<file path="src/rtl/axi_addr_issue_pkg.sv">
// -----------------------------------------------------------------------------
// axi_issue_pkg
// Purpose : Shared definitions for the AXI address-channel issuer.
//           - descriptor field widths and offsets ({id,size,len,addr} packing)
//           - FSM state encoding
//           - 4 KB page constants used by the optional burst splitter
// Ports   : none (package)
// Build   : no configuration macros are read here.
// -----------------------------------------------------------------------------
package axi_issue_pkg;

    localparam int SIZE_W     = 3;
    localparam int PAGE_BYTES = 4096;
    localparam int PAGE_OFF_W = 12;

    typedef enum logic {
        ST_IDLE  = 1'b0,
        ST_ISSUE = 1'b1
    } state_t;

    // Descriptor layout, LSB first: addr, len, size, id.
    function automatic int desc_len_lsb(input int addr_w);
        return addr_w;
    endfunction

    function automatic int desc_size_lsb(input int addr_w, input int len_w);
        return addr_w + len_w;
    endfunction

    function automatic int desc_id_lsb(input int addr_w, input int len_w);
        return addr_w + len_w + SIZE_W;
    endfunction

endpackage

</file>
<file path="src/rtl/axi_addr_issue_if.sv">
// -----------------------------------------------------------------------------
// axi_addr_issue_if
// Purpose : AXI AR/AW address channel bundle.
// Signals : axi_aid, axi_addr, axi_alen, axi_asize, axi_axvalid (master -> slave)
//           axi_axready (slave -> master)
// Modports: master (issuer side), slave (interconnect side)
// -----------------------------------------------------------------------------
interface axi_addr_issue_if
    import axi_issue_pkg::*;
#(
    parameter int ADDR_W = 64,
    parameter int ID_W   = 6,
    parameter int LEN_W  = 8
) ();

    logic [ID_W-1:0]   axi_aid;
    logic [ADDR_W-1:0] axi_addr;
    logic [LEN_W-1:0]  axi_alen;
    logic [SIZE_W-1:0] axi_asize;
    logic              axi_axvalid;
    logic              axi_axready;

    modport master (
        output axi_aid, axi_addr, axi_alen, axi_asize, axi_axvalid,
        input  axi_axready
    );

    modport slave (
        input  axi_aid, axi_addr, axi_alen, axi_asize, axi_axvalid,
        output axi_axready
    );

endinterface

</file>
<file path="src/rtl/axi_addr_issue_4k_splitter.sv">
// -----------------------------------------------------------------------------
// axi_4k_splitter
// Purpose : Combinational next-piece calculator for bursts that must not
//           cross a 4 KB page. Given the start address, beat size and the
//           number of beats still to issue, returns the piece to issue now
//           and where the following piece starts.
// Ports   : i_addr      piece start address
//           i_size      AXI size (bytes per beat = 2^size)
//           i_beats     beats remaining (>= 1), LEN_W+1 bits
//           o_len       AXI len for this piece (beats-1)
//           o_next_addr start of the next page
//           o_rem       beats left after this piece
//           o_last      this piece finishes the descriptor
// Used only when AXI_ADDR_SPLIT_4K_EN is defined.
// -----------------------------------------------------------------------------
module axi_4k_splitter
    import axi_issue_pkg::*;
#(
    parameter int ADDR_W = 64,
    parameter int LEN_W  = 8
) (
    input  logic [ADDR_W-1:0] i_addr,
    input  logic [SIZE_W-1:0] i_size,
    input  logic [LEN_W:0]    i_beats,
    output logic [LEN_W-1:0]  o_len,
    output logic [ADDR_W-1:0] o_next_addr,
    output logic [LEN_W:0]    o_rem,
    output logic              o_last
);

    // Wide enough for 4096 plus the rounding term, and for any beat count.
    localparam int CW     = (LEN_W + 1 > PAGE_OFF_W + 2) ? LEN_W + 1 : PAGE_OFF_W + 2;
    localparam int PAGE_W = ADDR_W - PAGE_OFF_W;

    logic [CW-1:0]     w_room;
    logic [CW-1:0]     w_round;
    logic [CW-1:0]     w_btb;
    logic [CW-1:0]     w_beats;
    logic [PAGE_W-1:0] w_page_next;

    always_comb begin
        // Bytes left in the page (1..4096), converted to beats rounding up.
        w_room      = CW'(PAGE_BYTES) - CW'(i_addr[PAGE_OFF_W-1:0]);
        w_round     = (CW'(1) << i_size) - CW'(1);
        w_btb       = (w_room + w_round) >> i_size;
        w_beats     = CW'(i_beats);
        w_page_next = i_addr[ADDR_W-1:PAGE_OFF_W] + PAGE_W'(1);
        o_next_addr = {w_page_next, PAGE_OFF_W'(0)};
        if (w_beats <= w_btb) begin
            o_last = 1'b1;
            o_len  = LEN_W'(w_beats - CW'(1));
            o_rem  = '0;
        end else begin
            // btb < beats <= 2^LEN_W, so btb-1 always fits in LEN_W bits.
            o_last = 1'b0;
            o_len  = LEN_W'(w_btb - CW'(1));
            o_rem  = (LEN_W+1)'(w_beats - w_btb);
        end
    end

endmodule

</file>
<file path="src/rtl/axi_addr_issue.sv">
// -----------------------------------------------------------------------------
// axi_addr_issue
// Purpose : Pops transaction descriptors from a show-ahead FIFO and drives an
//           AXI AR/AW address channel from registers. Limits the number of
//           outstanding transactions and logs each accepted address beat into
//           the tracking FIFO so the response side can match IDs.
// Ports   : clk, reset                synchronous active-high reset
//           addrtrans_mem_rddata      head descriptor {id,size,len,addr}
//           addrtrans_fifo_empty      descriptor FIFO empty
//           addrtrans_mem_rd          pop strobe (one cycle per descriptor)
//           axi                       address channel (master modport)
//           cpl_done                  one pulse per completed transaction
//           rd_transfifo_wr           tracking-FIFO write strobe (= fire)
//           io_transfifo_wrdata       {last_piece,id,size,len,addr}
//           ot_cnt                    outstanding transaction count
//           err_cpl_underflow         sticky: completion seen with ot_cnt==0
// Build   : define AXI_ADDR_SPLIT_4K_EN to split bursts at 4 KB boundaries;
//           otherwise each descriptor is issued unchanged as one piece.
// -----------------------------------------------------------------------------
module axi_addr_issue
    import axi_issue_pkg::*;
#(
    parameter int ADDR_W = 64,
    parameter int ID_W   = 6,
    parameter int LEN_W  = 8,
    parameter int OT_MAX = 8,
    parameter int DESC_W = ID_W + 3 + LEN_W + ADDR_W
) (
    input  logic              clk,
    input  logic              reset,
    input  logic [DESC_W-1:0] addrtrans_mem_rddata,
    input  logic              addrtrans_fifo_empty,
    output logic              addrtrans_mem_rd,
    axi_addr_issue_if.master  axi,
    input  logic              cpl_done,
    output logic              rd_transfifo_wr,
    output logic [DESC_W:0]   io_transfifo_wrdata,
    output logic [7:0]        ot_cnt,
    output logic              err_cpl_underflow
);

    localparam int        LEN_LSB  = desc_len_lsb(ADDR_W);
    localparam int        SIZE_LSB = desc_size_lsb(ADDR_W, LEN_W);
    localparam int        ID_LSB   = desc_id_lsb(ADDR_W, LEN_W);
    localparam logic [7:0] OT_LIMIT = 8'(OT_MAX);

    // Registered state
    state_t            r_state;
    logic              r_valid;
    logic [ID_W-1:0]   r_id;
    logic [SIZE_W-1:0] r_size;
    logic [ADDR_W-1:0] r_addr;
    logic [LEN_W-1:0]  r_len;
    logic              r_last;
    logic [7:0]        r_ot_cnt;
    logic              r_err;

    // Descriptor fields at the FIFO head
    logic [ADDR_W-1:0] w_desc_addr;
    logic [LEN_W-1:0]  w_desc_len;
    logic [SIZE_W-1:0] w_desc_size;
    logic [ID_W-1:0]   w_desc_id;

    // Piece to issue when loading or advancing
    logic [ADDR_W-1:0] w_pc_addr;
    logic [LEN_W-1:0]  w_pc_len;
    logic              w_pc_last;

    // Control
    logic              w_fire;
    logic              w_cpl_ok;
    logic [7:0]        w_ot_next;
    logic              w_slot_free;
    logic              w_may_load;
    logic              w_load;
    logic              w_advance;
    logic              w_valid_next;
    state_t            w_state_next;

    assign w_desc_addr = addrtrans_mem_rddata[ADDR_W-1:0];
    assign w_desc_len  = addrtrans_mem_rddata[LEN_LSB +: LEN_W];
    assign w_desc_size = addrtrans_mem_rddata[SIZE_LSB +: SIZE_W];
    assign w_desc_id   = addrtrans_mem_rddata[ID_LSB +: ID_W];

`ifdef AXI_ADDR_SPLIT_4K_EN
    // Continuation of a split descriptor: where the next piece starts and
    // how many beats are still owed.
    logic [ADDR_W-1:0] r_next_addr;
    logic [LEN_W:0]    r_rem;
    logic [LEN_W:0]    w_desc_beats;
    logic [SIZE_W-1:0] w_src_size;
    logic [LEN_W:0]    w_src_beats;
    logic [ADDR_W-1:0] w_pc_next_addr;
    logic [LEN_W:0]    w_pc_rem;

    assign w_desc_beats = {1'b0, w_desc_len} + (LEN_W+1)'(1);
    assign w_pc_addr    = w_load ? w_desc_addr  : r_next_addr;
    assign w_src_size   = w_load ? w_desc_size  : r_size;
    assign w_src_beats  = w_load ? w_desc_beats : r_rem;

    axi_4k_splitter #(
        .ADDR_W (ADDR_W),
        .LEN_W  (LEN_W)
    ) u_splitter (
        .i_addr      (w_pc_addr),
        .i_size      (w_src_size),
        .i_beats     (w_src_beats),
        .o_len       (w_pc_len),
        .o_next_addr (w_pc_next_addr),
        .o_rem       (w_pc_rem),
        .o_last      (w_pc_last)
    );
`else
    assign w_pc_addr = w_desc_addr;
    assign w_pc_len  = w_desc_len;
    assign w_pc_last = 1'b1;
`endif

    // Reset gates every strobe so an abandoned piece neither pops nor logs.
    assign w_fire      = r_valid & axi.axi_axready & ~reset;
    assign w_cpl_ok    = cpl_done & (r_ot_cnt != 8'd0) & ~reset;
    assign w_slot_free = (w_ot_next < OT_LIMIT);
    assign w_may_load  = ~addrtrans_fifo_empty & w_slot_free;

    always_comb begin
        w_ot_next = r_ot_cnt;
        case ({w_fire, w_cpl_ok})
            2'b10:   w_ot_next = r_ot_cnt + 8'd1;
            2'b01:   w_ot_next = r_ot_cnt - 8'd1;
            default: w_ot_next = r_ot_cnt;
        endcase
    end

    always_comb begin
        w_state_next = r_state;
        w_valid_next = r_valid;
        w_load       = 1'b0;
        w_advance    = 1'b0;
        case (r_state)
            ST_IDLE: begin
                if (w_may_load) begin
                    w_load       = 1'b1;
                    w_valid_next = 1'b1;
                    w_state_next = ST_ISSUE;
                end
            end
            ST_ISSUE: begin
                if (r_valid) begin
                    if (w_fire) begin
                        if (!r_last) begin
                            // More pieces: keep going if a slot is left,
                            // otherwise park with valid low.
                            if (w_slot_free) begin
                                w_advance = 1'b1;
                            end else begin
                                w_valid_next = 1'b0;
                            end
                        end else if (w_may_load) begin
                            // Back-to-back: new descriptor, valid stays high.
                            w_load = 1'b1;
                        end else begin
                            w_valid_next = 1'b0;
                            w_state_next = ST_IDLE;
                        end
                    end
                end else if (w_slot_free) begin
                    // Parked mid-descriptor: resume once a completion frees a slot.
                    w_advance    = 1'b1;
                    w_valid_next = 1'b1;
                end
            end
            default: begin
                w_state_next = ST_IDLE;
                w_valid_next = 1'b0;
            end
        endcase
    end

    always_ff @(posedge clk) begin
        if (reset) begin
            r_state  <= ST_IDLE;
            r_valid  <= 1'b0;
            r_id     <= '0;
            r_size   <= '0;
            r_addr   <= '0;
            r_len    <= '0;
            r_last   <= 1'b0;
            r_ot_cnt <= '0;
            r_err    <= 1'b0;
`ifdef AXI_ADDR_SPLIT_4K_EN
            r_next_addr <= '0;
            r_rem       <= '0;
`endif
        end else begin
            r_state  <= w_state_next;
            r_valid  <= w_valid_next;
            r_ot_cnt <= w_ot_next;
            if (cpl_done && (r_ot_cnt == 8'd0)) begin
                r_err <= 1'b1;
            end
            if (w_load) begin
                r_id   <= w_desc_id;
                r_size <= w_desc_size;
            end
            if (w_load || w_advance) begin
                r_addr <= w_pc_addr;
                r_len  <= w_pc_len;
                r_last <= w_pc_last;
`ifdef AXI_ADDR_SPLIT_4K_EN
                r_next_addr <= w_pc_next_addr;
                r_rem       <= w_pc_rem;
`endif
            end
        end
    end

    assign addrtrans_mem_rd    = w_load & ~reset;
    assign rd_transfifo_wr     = w_fire;
    assign io_transfifo_wrdata = {r_last, r_id, r_size, r_len, r_addr};
    assign ot_cnt              = r_ot_cnt;
    assign err_cpl_underflow   = r_err;

    assign axi.axi_aid     = r_id;
    assign axi.axi_addr    = r_addr;
    assign axi.axi_alen    = r_len;
    assign axi.axi_asize   = r_size;
    assign axi.axi_axvalid = r_valid;

endmodule

</file>
<file path="src/flat_wrapper.sv">
// flat-port wrapper written by rule: the top's interface ports become plain ports
module axi_addr_issue_flat import axi_issue_pkg::*;
#(
    parameter int ADDR_W = 64,
    parameter int ID_W   = 6,
    parameter int LEN_W  = 8,
    parameter int OT_MAX = 8,
    parameter int DESC_W = ID_W + 3 + LEN_W + ADDR_W
)
  (clk, reset, addrtrans_mem_rddata, addrtrans_fifo_empty, addrtrans_mem_rd, cpl_done, rd_transfifo_wr, io_transfifo_wrdata, ot_cnt, err_cpl_underflow, axi_axi_aid, axi_axi_addr, axi_axi_alen, axi_axi_asize, axi_axi_axvalid, axi_axi_axready);
  axi_addr_issue_if #(.ADDR_W(ADDR_W), .ID_W(ID_W), .LEN_W(LEN_W)) axi_i ();
  input  logic clk;
  input  logic reset;
  input  logic [DESC_W-1:0] addrtrans_mem_rddata;
  input  logic addrtrans_fifo_empty;
  output logic addrtrans_mem_rd;
  input  logic cpl_done;
  output logic rd_transfifo_wr;
  output logic [DESC_W:0] io_transfifo_wrdata;
  output logic [7:0] ot_cnt;
  output logic err_cpl_underflow;
  output wire logic [$bits(axi_i.axi_aid)-1:0] axi_axi_aid;
  output wire logic [$bits(axi_i.axi_addr)-1:0] axi_axi_addr;
  output wire logic [$bits(axi_i.axi_alen)-1:0] axi_axi_alen;
  output wire logic [$bits(axi_i.axi_asize)-1:0] axi_axi_asize;
  output wire logic [$bits(axi_i.axi_axvalid)-1:0] axi_axi_axvalid;
  input wire logic [$bits(axi_i.axi_axready)-1:0] axi_axi_axready;
  assign axi_axi_aid = axi_i.axi_aid;
  assign axi_axi_addr = axi_i.axi_addr;
  assign axi_axi_alen = axi_i.axi_alen;
  assign axi_axi_asize = axi_i.axi_asize;
  assign axi_axi_axvalid = axi_i.axi_axvalid;
  assign axi_i.axi_axready = axi_axi_axready;
  axi_addr_issue #(.ADDR_W(ADDR_W), .ID_W(ID_W), .LEN_W(LEN_W), .OT_MAX(OT_MAX), .DESC_W(DESC_W)) u_core (.clk(clk), .reset(reset), .addrtrans_mem_rddata(addrtrans_mem_rddata), .addrtrans_fifo_empty(addrtrans_fifo_empty), .addrtrans_mem_rd(addrtrans_mem_rd), .axi(axi_i), .cpl_done(cpl_done), .rd_transfifo_wr(rd_transfifo_wr), .io_transfifo_wrdata(io_transfifo_wrdata), .ot_cnt(ot_cnt), .err_cpl_underflow(err_cpl_underflow));
endmodule
</file>
<file path="config.mk">
export PLATFORM = sky130hd
export DESIGN_NAME = axi_addr_issue_flat
export DESIGN_NICKNAME = d
export VERILOG_FILES = /design/src/rtl/axi_addr_issue_pkg.sv /design/src/rtl/axi_addr_issue_if.sv /design/src/rtl/axi_addr_issue_4k_splitter.sv /design/src/rtl/axi_addr_issue.sv /design/src/flat_wrapper.sv
export SDC_FILE = /design/constraint.sdc
export NUM_CORES = 1
export LEC_CHECK = 0
export CAP_MARGIN = 20
export CORE_MARGIN = 4
export CORE_UTILIZATION = 37
export DETAILED_ROUTE_END_ITERATION = 8
export HOLD_SLACK_MARGIN = 0.1
export MAX_ROUTING_LAYER = met4
export PLACE_DENSITY_LB_ADDON = 0.15
export SYNTH_ARGS = -nofsm -noshare
export SYNTH_HDL_FRONTEND = slang
export SYNTH_SLANG_ARGS = --single-unit
export TNS_END_PERCENT = 10
</file>
<file path="constraint.sdc">
create_clock -name clk -period 5.03 [get_ports clk]
set_input_delay 1.006 -clock clk [delete_from_list [all_inputs] [get_ports clk]]
set_output_delay 1.006 -clock clk [all_outputs]
set_load 0.01 [all_outputs]
</file>
# Word level (Yosys, flattened, before mapping)
# Cells that the tools add are included.
# word_totals
wordCells,48
inputBits,86
output_inout_bits,175
regBits,93
# op_classes
reduce_logical,4
add_sub_neg,2
mux,20
bitwise,9
magnitude_cmp,1
eq_ne,3
# op_table
operator,count
1-bit 2-to-1 mux,16
8-bit case mux with 2 select lines,1
"8-bit by 1-bit adder with 8-bit output, second input constant",1
8-bit logical NOT,1
"8-bit by 4-bit less-than comparator with 1-bit output, second input constant",1
8-bit nonzero test,1
"8-bit by 1-bit subtractor with 8-bit output, second input constant",1
1-bit AND,6
1-bit case mux with 2 select lines,3
1-bit inverter,3
"2-bit by 1-bit == test with 1-bit output, second input constant",1
"2-bit == test, second input constant",1
"2-bit by 1-bit != test with 1-bit output, second input constant",1
1-bit logical AND,1
1-bit logical OR,1

# Depth between registers and ports, before layout
# Gate-level depths: netlist (run 1).
# logic_depth
ltp_word,13
ltp_mapped,15
depth_no_buf,12

# Worst setup path after synthesis (run 1)
# OpenSTA, ideal clock, no wires.
# synth_timing
path_type,input -> output
start,in reset
end,out addrtrans_mem_rd
slack_ns,-0.122
arrival_time_ns,4.146
stages,13
required_time_ns,4.024
path_buffers,3
cell_sequence,clkbuf_1 -> clkbuf_1 -> nor3b_1 -> ha_1 -> fa_1 -> a211oi_2 -> or4b_1 -> o2111ai_1 -> o41a_1 -> nor3_2 -> nor3b_1 -> buf_4 -> and2b_1
# synth_via
elab_chain_cells,12
word_cells_on_any_way,14
classes_between,order compare: 1; eq/ne: 2; mux: 6; bitwise: 5
# synth_lines
element,line,text
from (decl),flat_wrapper.sv:13,input logic reset;
1-bit inverter (*),"axi_addr_issue.sv:120, axi_addr_issue.sv:121, axi_addr_issue.sv:217",
"1-bit AND, on equally long branches","axi_addr_issue.sv:121, axi_addr_issue.sv:120",
2-bit by 1-bit == test with 1-bit output or 2-bit == test (tied branches),axi_addr_issue.sv:127,"case ({w_fire, w_cpl_ok})"
8-bit case mux with 2 select lines,axi_addr_issue.sv:127,
8-bit by 4-bit less-than comparator with 1-bit output,axi_addr_issue.sv:122,assign w_slot_free = (w_ot_next < OT_LIMIT);
1-bit AND,axi_addr_issue.sv:123,assign w_may_load = ~addrtrans_fifo_empty & w_slot_free;
1-bit 2-to-1 mux,"axi_addr_issue.sv:141, axi_addr_issue.sv:158",
1-bit 2-to-1 mux,axi_addr_issue.sv:150,if (!r_last) begin
1-bit 2-to-1 mux,axi_addr_issue.sv:149,if (w_fire) begin
1-bit 2-to-1 mux,axi_addr_issue.sv:148,if (r_valid) begin
1-bit case mux with 2 select lines,axi_addr_issue.sv:139,case (r_state)
1-bit AND (*),axi_addr_issue.sv:217,assign addrtrans_mem_rd = w_load & ~reset;
to (decl),flat_wrapper.sv:16,output logic addrtrans_mem_rd;
# Every way passes the cells marked *; elsewhere a longest branch is shown, timed or not.

# Worst setup path after layout (run 1)
# Same ends and word-level chain as after synthesis.

==> flow_summary.ini, run 1 <==
[synthesis]
synth_area_per_cell_sq_um = 9.06
synth.net_count = 656
yosysSeqAreaShare = 0.366
synth_most_common_cell = dfxtp_1
syn_inst = 562
synth-edff-count = 0
ys_types = 53
synth_seq_cells = 93
ys_top_cells_by_count = dfxtp_1 (93), nand2b_1 (90), buf_4 (88), nand4b_1 (72), o21ai_1 (62)
synth.largest_area_cell = dfxtp_1
netlist_area_sq_um = 5090
async_flop_share = 0
ys.flop_type = dfxtp_1
synth_top_area_share = 0.366
yosys-top-cells-area = dfxtp_1 (37%), buf_4 (13%), nand4b_1 (12%), nand2b_1 (11%), o21ai_1 (6.1%)
yosys_warnings = 0

[sta]
hold_violations = 0
worst_pin_slew_ns = 0.847
period_minus_slack_ns = 4.88
rsz0062_at_grt = false
holdWs_ns = 0.477
layout_setup_ws_ns = 0.154
min_period_over_period = 0.969
fmax_mhz = 205
drv_slew = 0
skew_ns = 0.0125
maxSlewHeadroom = 0.435
setup_viol = 0

[clock_network]
cts_sinks = 93
cts_root_buffer = clkbuf_16
clk-insertion-delay-late_ns = 0.35
cts_buffers = 9
ctsHtreeMaxLevel = 3
clk_pin_slew_ns = 0.06
clk_path_buf_depth = 2
cts_tree = yes
postCtsHoldBufs = 0

[critical_path]
worstPathCellList = buf_4, or2_4, ha_4, fa_2, a211oi_4, buf_4, o21ba_4, o22ai_2, o41a_1, nor3_4, nor3b_4, and2b_1, buf_2
cp.required_ns = 4.02
cp_common_cell = buf_4
cp_max_fo = 6
cp_slowest_cell = o41a_1
max_stage_delay_ns = 0.46
regToRegStartpoint = u_core.ot_cnt[6]
end_kind = output port
startpoint = reset
worstPathArrival_ns = 3.87
path_class = input pin to output port
startpoint_type = input pin

[layout]
area_growth_syn_to_layout_pct = 55.0
diodes = 0
finalInstanceArea_sq_um = 7890
finalNetCount = 844
layout.cells.non_filler = 931
drive_gt1_frac = 0.134

[global_route]
grt_pass1_vias = 4713
grt_pass1_wl_microns = 25900
grt_max_degree = 111
overflow = 0
antenna_found_initial = 0
grt_usage = 0.206

[placed_design]
place_area_sq_um = 7350
dp.cells = 903
port_buffers = 260
place_hpwl_microns = 11200
dp_slack_ns = -0.833
gp_congestion = 0.976

[outcome]
status = finished clean

[power_and_ir_drop]
power_leakage_nw = 2.85
power.density_nw_per_um2 = 309
p_total_mw = 2.44
ir_worst_vdd_v = 0.000223

[route]
wl_per_cell_microns = 17.6
drc = 0
antenna_left = 0
wl_microns = 16300
vias_per_cell = 5.05
dr.pass1.iters = 4
dr_total_vias = 4703
drt_iter0_drc = 351

[flow_run]
max_cap_violations = 0

[die]
die_area_sq_um = 15700
core_area_sq_um = 13300
die_h_microns = 125
rows = 42
num_io_pins = 261
die_w_microns = 125
start_util = 0.381

[min_path]
holdCritStartpoint = u_core.axi.axi_addr[63]
hold_class = flip-flop to flip-flop
metal layers:
metal | part of all wire | wire length, microns | track usage
met5 | 0 | 0 | -
met4 | 0.023 | 374 | 0.0753
met3 | 0.058 | 952 | 0.0439
met2 | 0.50 | 8210 | 0.345
met1 | 0.42 | 6810 | 0.245
metrics by stage:
| step | TNS [ns] | utilization |
|---|---|---|
| 2_1_floorplan | 0 | - |
| 3_3_place_gp | -14.36 | 0.551 |
| 3_5_place_dp | -26.62 | 0.551 |
| 4_1_cts | 0 | 0.586 |
| 5_1_grt | 0 | 0.591 |
| 6_report | 0 | 0.591 |
registers in the layout (all words and copies together) (netlist names):
signal                    cells
u_core.axi.axi_aid            6
u_core.axi.axi_asize          3
u_core.err_cpl_underflow      1
u_core.ot_cnt                 8
u_core.axi.axi_addr          64
u_core.r_state                1
u_core.axi.axi_alen           8
u_core.axi.axi_axvalid        1
u_core.r_last                 1
critical path: cells and delay by family:
kind	cells	cell delay, ns
AND/OR/NAND/NOR	4	0.84
AO/OA/AOI/OAI	4	0.97
buffers and inverters	3	0.45
adder cells (fa/ha/maj)	2	0.59
layout by cell type (no fill, tap or decap), types with 3 or more instances in the layout:
cell type / instances
nor2_1: 18
nand2b_1: 90
a21oi_1: 5
o21ai_2: 10
ha_4: 5
mux2i_1: 12
inv_1: 3
o31ai_1: 3
nand4b_1: 72
clkdlybuf4s50_1: 256
or3_1: 3
clkbuf_16: 9
nand2_1: 8
o21ai_1: 63
buf_4: 45
dfxtp_1: 93
repair_timing:
action	in CTS	in global routing
pin swaps	14	10
gates resized for setup	28	8
endpoints found under the setup margin	39	1
buffers inserted	7	5
final timing paths:
| check | end | slack [ns] | cells past startpoint |
|---|---|---|---|
| setup / recovery | addrtrans_mem_rd | 0.15 | 13 |
| hold / removal | u_core.axi.axi_addr[63] | 0.48 | 2 |
| setup reg to reg | u_core.axi.axi_addr[19] | 0.46 | 15 |
| hold reg to reg | u_core.axi.axi_addr[63] | 0.48 | 2 |
report_power, final:
part	switching [mW]	internal, mW
Sequential	0.0756	0.825
Clock	0.295	0.400
Combinational	0.374	0.466
kinds of logic after synthesis:
group / after synthesis / synth area share
adders and majority gates: 8 / 0.0211
DFF: 93 / 0.366
xor gates and xnor gates: 2 / 0.00344
muxes: 12 / 0.0236
and+or+nand+nor: 210 / 0.285
buffers and inverters: 132 / 0.174
AOI/OAI and AO/OA: 105 / 0.128
final cells by class:
cell class / count / area (sq um)
Fill cell: 1191 / 5460
Inverter: 3 / 11.3
Timing Repair Buffer: 306 / 2960
Clock buffer: 11 / 243
Tap cell: 176 / 220
Multi-Input combinational cell: 337 / 2530
Sequential cell: 93 / 1860
Clock inverter: 5 / 58.8
Power figures use the tool's default switching activity.
==> run 2, diff against run 1 <==
CORE_ASPECT_RATIO = 1.4   (was not set)
CORE_MARGIN = 2   (was 4)
==> run 2 against run 1 <==
Against the previous run: final cell count is 0.21% lower; non-clock buffer count decreased by 8; first-iteration DRC count is 57% lower; largest power group unchanged; combinational power about the same; sequential power about the same; die area is 6.2% lower; sequential share of layout area up 0.086 points; critical path type unchanged; final area down 0.36%.
==> flow_summary.ini, run 2 (synthesis results as in run 1) <==
[outcome]
status = finished clean

[power_and_ir_drop]
pwr-share-seq = 0.365
p_total_mw = 2.47
p_comb_frac = 0.339
swShare = 0.299
power_leakage_nw = 2.81
p_int_mw = 1.73
power.density_nw_per_um2 = 314
clkPwrFrac = 0.296
ir_worst_vdd_v = 0.000190
power_switching_uw = 738

[sta]
holdWs_ns = 0.478
setup_viol = 0
worst_pin_slew_ns = 0.955
drv_slew = 0
skew_ns = 0.00892
hold_violations = 0
min_period_over_period = 0.969
fmax_mhz = 205
layout_setup_ws_ns = 0.154
finalSetupTns_ns = 0
maxSlewHeadroom = 0.363
period_minus_slack_ns = 4.88

[die]
num_io_pins = 261
die_h_microns = 143
rows = 50
die_w_microns = 103
core_area_sq_um = 13400
start_util = 0.380
die_area_sq_um = 14700

[critical_path]
end_kind = output port
reg2reg_depth = 15
worstPathArrival_ns = 3.87
startpoint = axi_axi_axready
cp_top_family = simple AND/OR/NAND/NOR gates
critPathBufInv = 3
crit_cells = 14
path_class = input pin to output port
cp.required_ns = 4.02
startpoint_type = input pin
cp_slowest_cell = o41a_1
max_stage_delay_ns = 0.47
cp_max_fo = 7
regToRegStartpoint = u_core.ot_cnt[4]
worstPathCellList = dlygate4sd2_1, nand2_1, or2_4, ha_4, ha_2, o21a_2, and2_4, buf_4, o22ai_1, o41a_1, nor3_4, nor3b_4, and2b_1, buf_2

[min_path]
hold_class = flip-flop to flip-flop
holdCritStartpoint = u_core.err_cpl_underflow
hold_depth = 2

[layout]
area_growth_syn_to_layout_pct = 54.4
n_fill_cell = 1193
fin_util = 0.587
final_cell_mix = clkdlybuf4s50_1 (256), dfxtp_1 (93), nand2b_1 (90), nand4b_1 (72), o21ai_1 (63)
finalInstanceArea_sq_um = 7860
diodes = 0
layout_commonest_cell = clkdlybuf4s50_1
drive_gt1_frac = 0.123
finalNetCount = 836
largest_reg_flops = 64
layout.cells.non_filler = 929

[route]
dr.pass1.iters = 4
wl_microns = 15700
wl_per_cell_microns = 16.9
vias_per_cell = 5.04
drc = 0
drt_iter0_drc = 150
antenna_left = 0
dr_total_vias = 4686

[clock_network]
cts_root_buffer = clkbuf_16
postCtsHoldBufs = 0
cts_sinks = 93
ctsHtreeMaxLevel = 3
cts_tree = yes
cts_buffers = 9
clk_path_buf_depth = 2
clk_pin_slew_ns = 0.07
clk-insertion-delay-late_ns = 0.33

[global_route]
overflow = 0
met3_usage = 0.0343
gr-usage-met1 = 0.226
grt-busiest-layer = met2
grt_max_degree = 134
antenna_found_initial = 0
grtUsageMet2 = 0.375
grt_pass1_wl_microns = 23400
grt_pass1_vias = 4486
grt_usage = 0.206

[placed_design]
gp_congestion = 0.803
dp.cells = 905
dp_slack_ns = -0.675
place_area_sq_um = 7330
port_buffers = 260
place_hpwl_microns = 10600

[flow_run]
max_cap_violations = 0
run 2: layout make-up:
class,instances,area (sq um),share of cell area
Timing Repair Buffer,298,2910,0.370
Multi-Input combinational cell,337,2530,0.322
Sequential cell,93,1860,0.237
Clock buffer,11,233,0.0296
Tap cell,182,228,0.0290
Clock inverter,5,83.8,0.0107
Inverter,3,11.3,0.00143
run 2: worst reg2reg max path: cells and delay by family, from the launching register on:
| kind | cells | cell delay [ns] |
|---|---|---|
| compound gates | 4 | 0.90 |
| fa+ha+maj | 2 | 0.56 |
| buf+inv | 3 | 0.99 |
| flops | 1 | 0.37 |
| simple gates | 6 | 1.59 |
run 2: power by group through the flow:
stage | registers [mW] | clock network, mW | logic [mW]
after floorplan | 0.941 | 0 | 0.429
after detailed placement | 0.919 | 0 | 0.822
after CTS | 0.904 | 0.750 | 0.834
after global placement | 0.915 | 0 | 0.809
final | 0.901 | 0.729 | 0.837
after global routing | 0.913 | 0.780 | 0.893
run 2: timing repair:
item	in CTS	in global routing
resized for setup	19	14
setup endpoints to repair	9	1
pin swaps	9	5
buffers inserted	7	1
run 2: worst paths after layout:
path                                   end  slack [ns]
setup / recovery          addrtrans_mem_rd        0.15
hold / removal    u_core.err_cpl_underflow        0.48
setup reg to reg    u_core.axi.axi_addr[3]        0.51
hold reg to reg   u_core.err_cpl_underflow        0.48
run 2: metal layers:
layer,share of wire,vias to the layer above
li1,-,2244
met1,0.38,2239
met2,0.54,176
met3,0.055,27
met4,0.025,0
met5,0,-
==> run 3, diff against run 2 <==
CELL_PAD_IN_SITES_DETAIL_PLACEMENT = 2   (was not set)
CELL_PAD_IN_SITES_GLOBAL_PLACEMENT = 2   (was not set)
CORE_UTILIZATION = 20   (was 37)
==> run 3 against run 2 <==
Against the previous run: final area up 2.8%; fmax down 1.3%; hold slack better by 0.0081 ns; via count up 2.8%; largest power group unchanged; final cell count up 16%; count of clock-buffer cells in the layout up 2.
==> flow_summary.ini, run 3 (synthesis results as in run 1) <==
[global_route]
grt_pass1_wl_microns = 30600
antenna_found_initial = 0
overflow = 0
grt_max_degree = 99
grt_pass1_vias = 5237
grt_usage = 0.151

[critical_path]
end_kind = output port
rrSetupSlack_ns = 0.41
cp_max_fo = 6
startpoint_type = input pin
worstPathArrival_ns = 3.94
path_class = input pin to output port
cp.required_ns = 4.02

[sta]
maxSlewHeadroom = 0.369
skew_ns = 0.00546
fmax_mhz = 202
drv_slew = 0
worst_pin_slew_ns = 0.946
min_period_over_period = 0.982
period_minus_slack_ns = 4.94
layout_setup_ws_ns = 0.0883
finalSetupTns_ns = 0
hold_violations = 0
holdWs_ns = 0.486
setup_viol = 0

[outcome]
status = finished clean

[placed_design]
dp_slack_ns = -0.870
gp_congestion = 0.753
port_buffers = 260
place_area_sq_um = 7540
place_hpwl_microns = 14300

[min_path]
hold_class = flip-flop to flip-flop

[route]
dr_total_vias = 4819
drt_iter0_drc = 168
drc = 0
wl_per_cell_microns = 18.9
vias_per_cell = 4.49
dr.pass1.iters = 4
wl_microns = 20300
antenna_left = 0

[layout]
finalNetCount = 845
final_cell_mix = clkdlybuf4s50_1 (256), dfxtp_1 (93), nand2b_1 (90), nand4b_1 (72), o21ai_1 (62)
area_growth_syn_to_layout_pct = 58.7
finalInstanceArea_sq_um = 8080
layout_commonest_cell = clkdlybuf4s50_1
seq_area_sq_um = 1860
n_fill_cell = 2758
multi_input_area_sq_um = 2570
drive_gt1_frac = 0.137
diodes = 0
largest_reg_flops = 64

[die]
start_util = 0.202
die_area_sq_um = 26800
core_area_sq_um = 25200
die_h_microns = 193
rows = 69
num_io_pins = 261
die_w_microns = 139

[clock_network]
cts_root_buffer = clkbuf_16
cts_buffers = 9
clk-insertion-delay-late_ns = 0.35
cts_sinks = 93
cts_tree = yes
clk_pin_slew_ns = 0.06
clk_path_buf_depth = 2
ctsHtreeMaxLevel = 3

[power_and_ir_drop]
ir_worst_vdd_v = 0.000157
power.density_nw_per_um2 = 299
power_leakage_nw = 2.84

[flow_run]
max_cap_violations = 0
-- run 3: cell types whose count changed in the layout (fill, tap and decap cells not counted), sizes merged --
| cell | previous run | this run |
|---|---|---|
| bufinv | 2 | 0 |
| clkinvlp | 2 | 1 |
| dlygate4sd2 | 1 | 2 |
| clkbuf | 11 | 13 |
| inv | 4 | 3 |
| buf | 40 | 49 |
| dlymetal6s2s | 1 | 0 |
-- run 3: cell type report --
| class | count | area share |
|---|---|---|
| well taps | 319 | 0.0494 |
| flip-flops and latches | 93 | 0.230 |
| inverters | 3 | 0.00139 |
| multi-input cells | 337 | 0.319 |
| clock buffers | 13 | 0.0322 |
| clock inverters | 1 | 0.000929 |
| repair buffers | 307 | 0.367 |
-- run 3: power by group --
group / switching [mW] / internal, mW / total, mW
clock: 0.300 / 0.358 / 0.658
combinational: 0.388 / 0.464 / 0.851
sequential: 0.0820 / 0.825 / 0.907
total: 0.770 / 1.65 / 2.42
-- run 3: path summary, 6_finish.rpt --
kind	startpoint	endpoint	cells past startpoint
worst max register to register	u_core.ot_cnt[6]	u_core.axi.axi_alen[0]	15
worst max-delay path	axi_axi_axready	addrtrans_mem_rd	14
worst min-delay path	u_core.axi.axi_addr[47]	u_core.axi.axi_addr[47]	2
worst min register to register	u_core.axi.axi_addr[47]	u_core.axi.axi_addr[47]	2
-- run 3: metrics by stage --
| stage | power [mW] | util | std cells |
|---|---|---|---|
| floorplan | 1.37 | - | 562 |
| CTS | 2.47 | 0.316 | 1069 |
| finish | 2.42 | 0.320 | 1073 |
| global route | 2.56 | 0.320 | 1073 |
| detailed placement | 1.77 | 0.299 | 1049 |
| global placement | 1.75 | 0.299 | 1049 |
-- run 3: critical path: stages --
cell and delay (ns):
dlygate4sd2_1 0.20, nand2_1 0.08, or2_4 0.26, ha_4 0.20, fa_2 0.38, a211oi_4 0.29, buf_4 0.17, o21ba_4 0.14
o22ai_2 0.08, o41a_1 0.43, nor3_4 0.21, nor3b_4 0.22, and2b_1 0.16, buf_6 0.10
-- run 3: layer usage --
metal  wire length (microns)  track usage  vias up  share of wire
li1                        -            -     2257              -
met1                    8020        0.160     2396           0.40
met2                   11200        0.283      150           0.55
met3                     806       0.0285       16          0.040
met4                     242       0.0447        0          0.012
met5                       0            -        -              0
-- run 3: repair_timing --
item,CTS,global route
endpoints found under the setup margin,73,61
pin swaps,12,6
gates resized for setup,30,10
hold buffers,0,0
endpoints found under the hold margin,0,0
buffers inserted,6,4
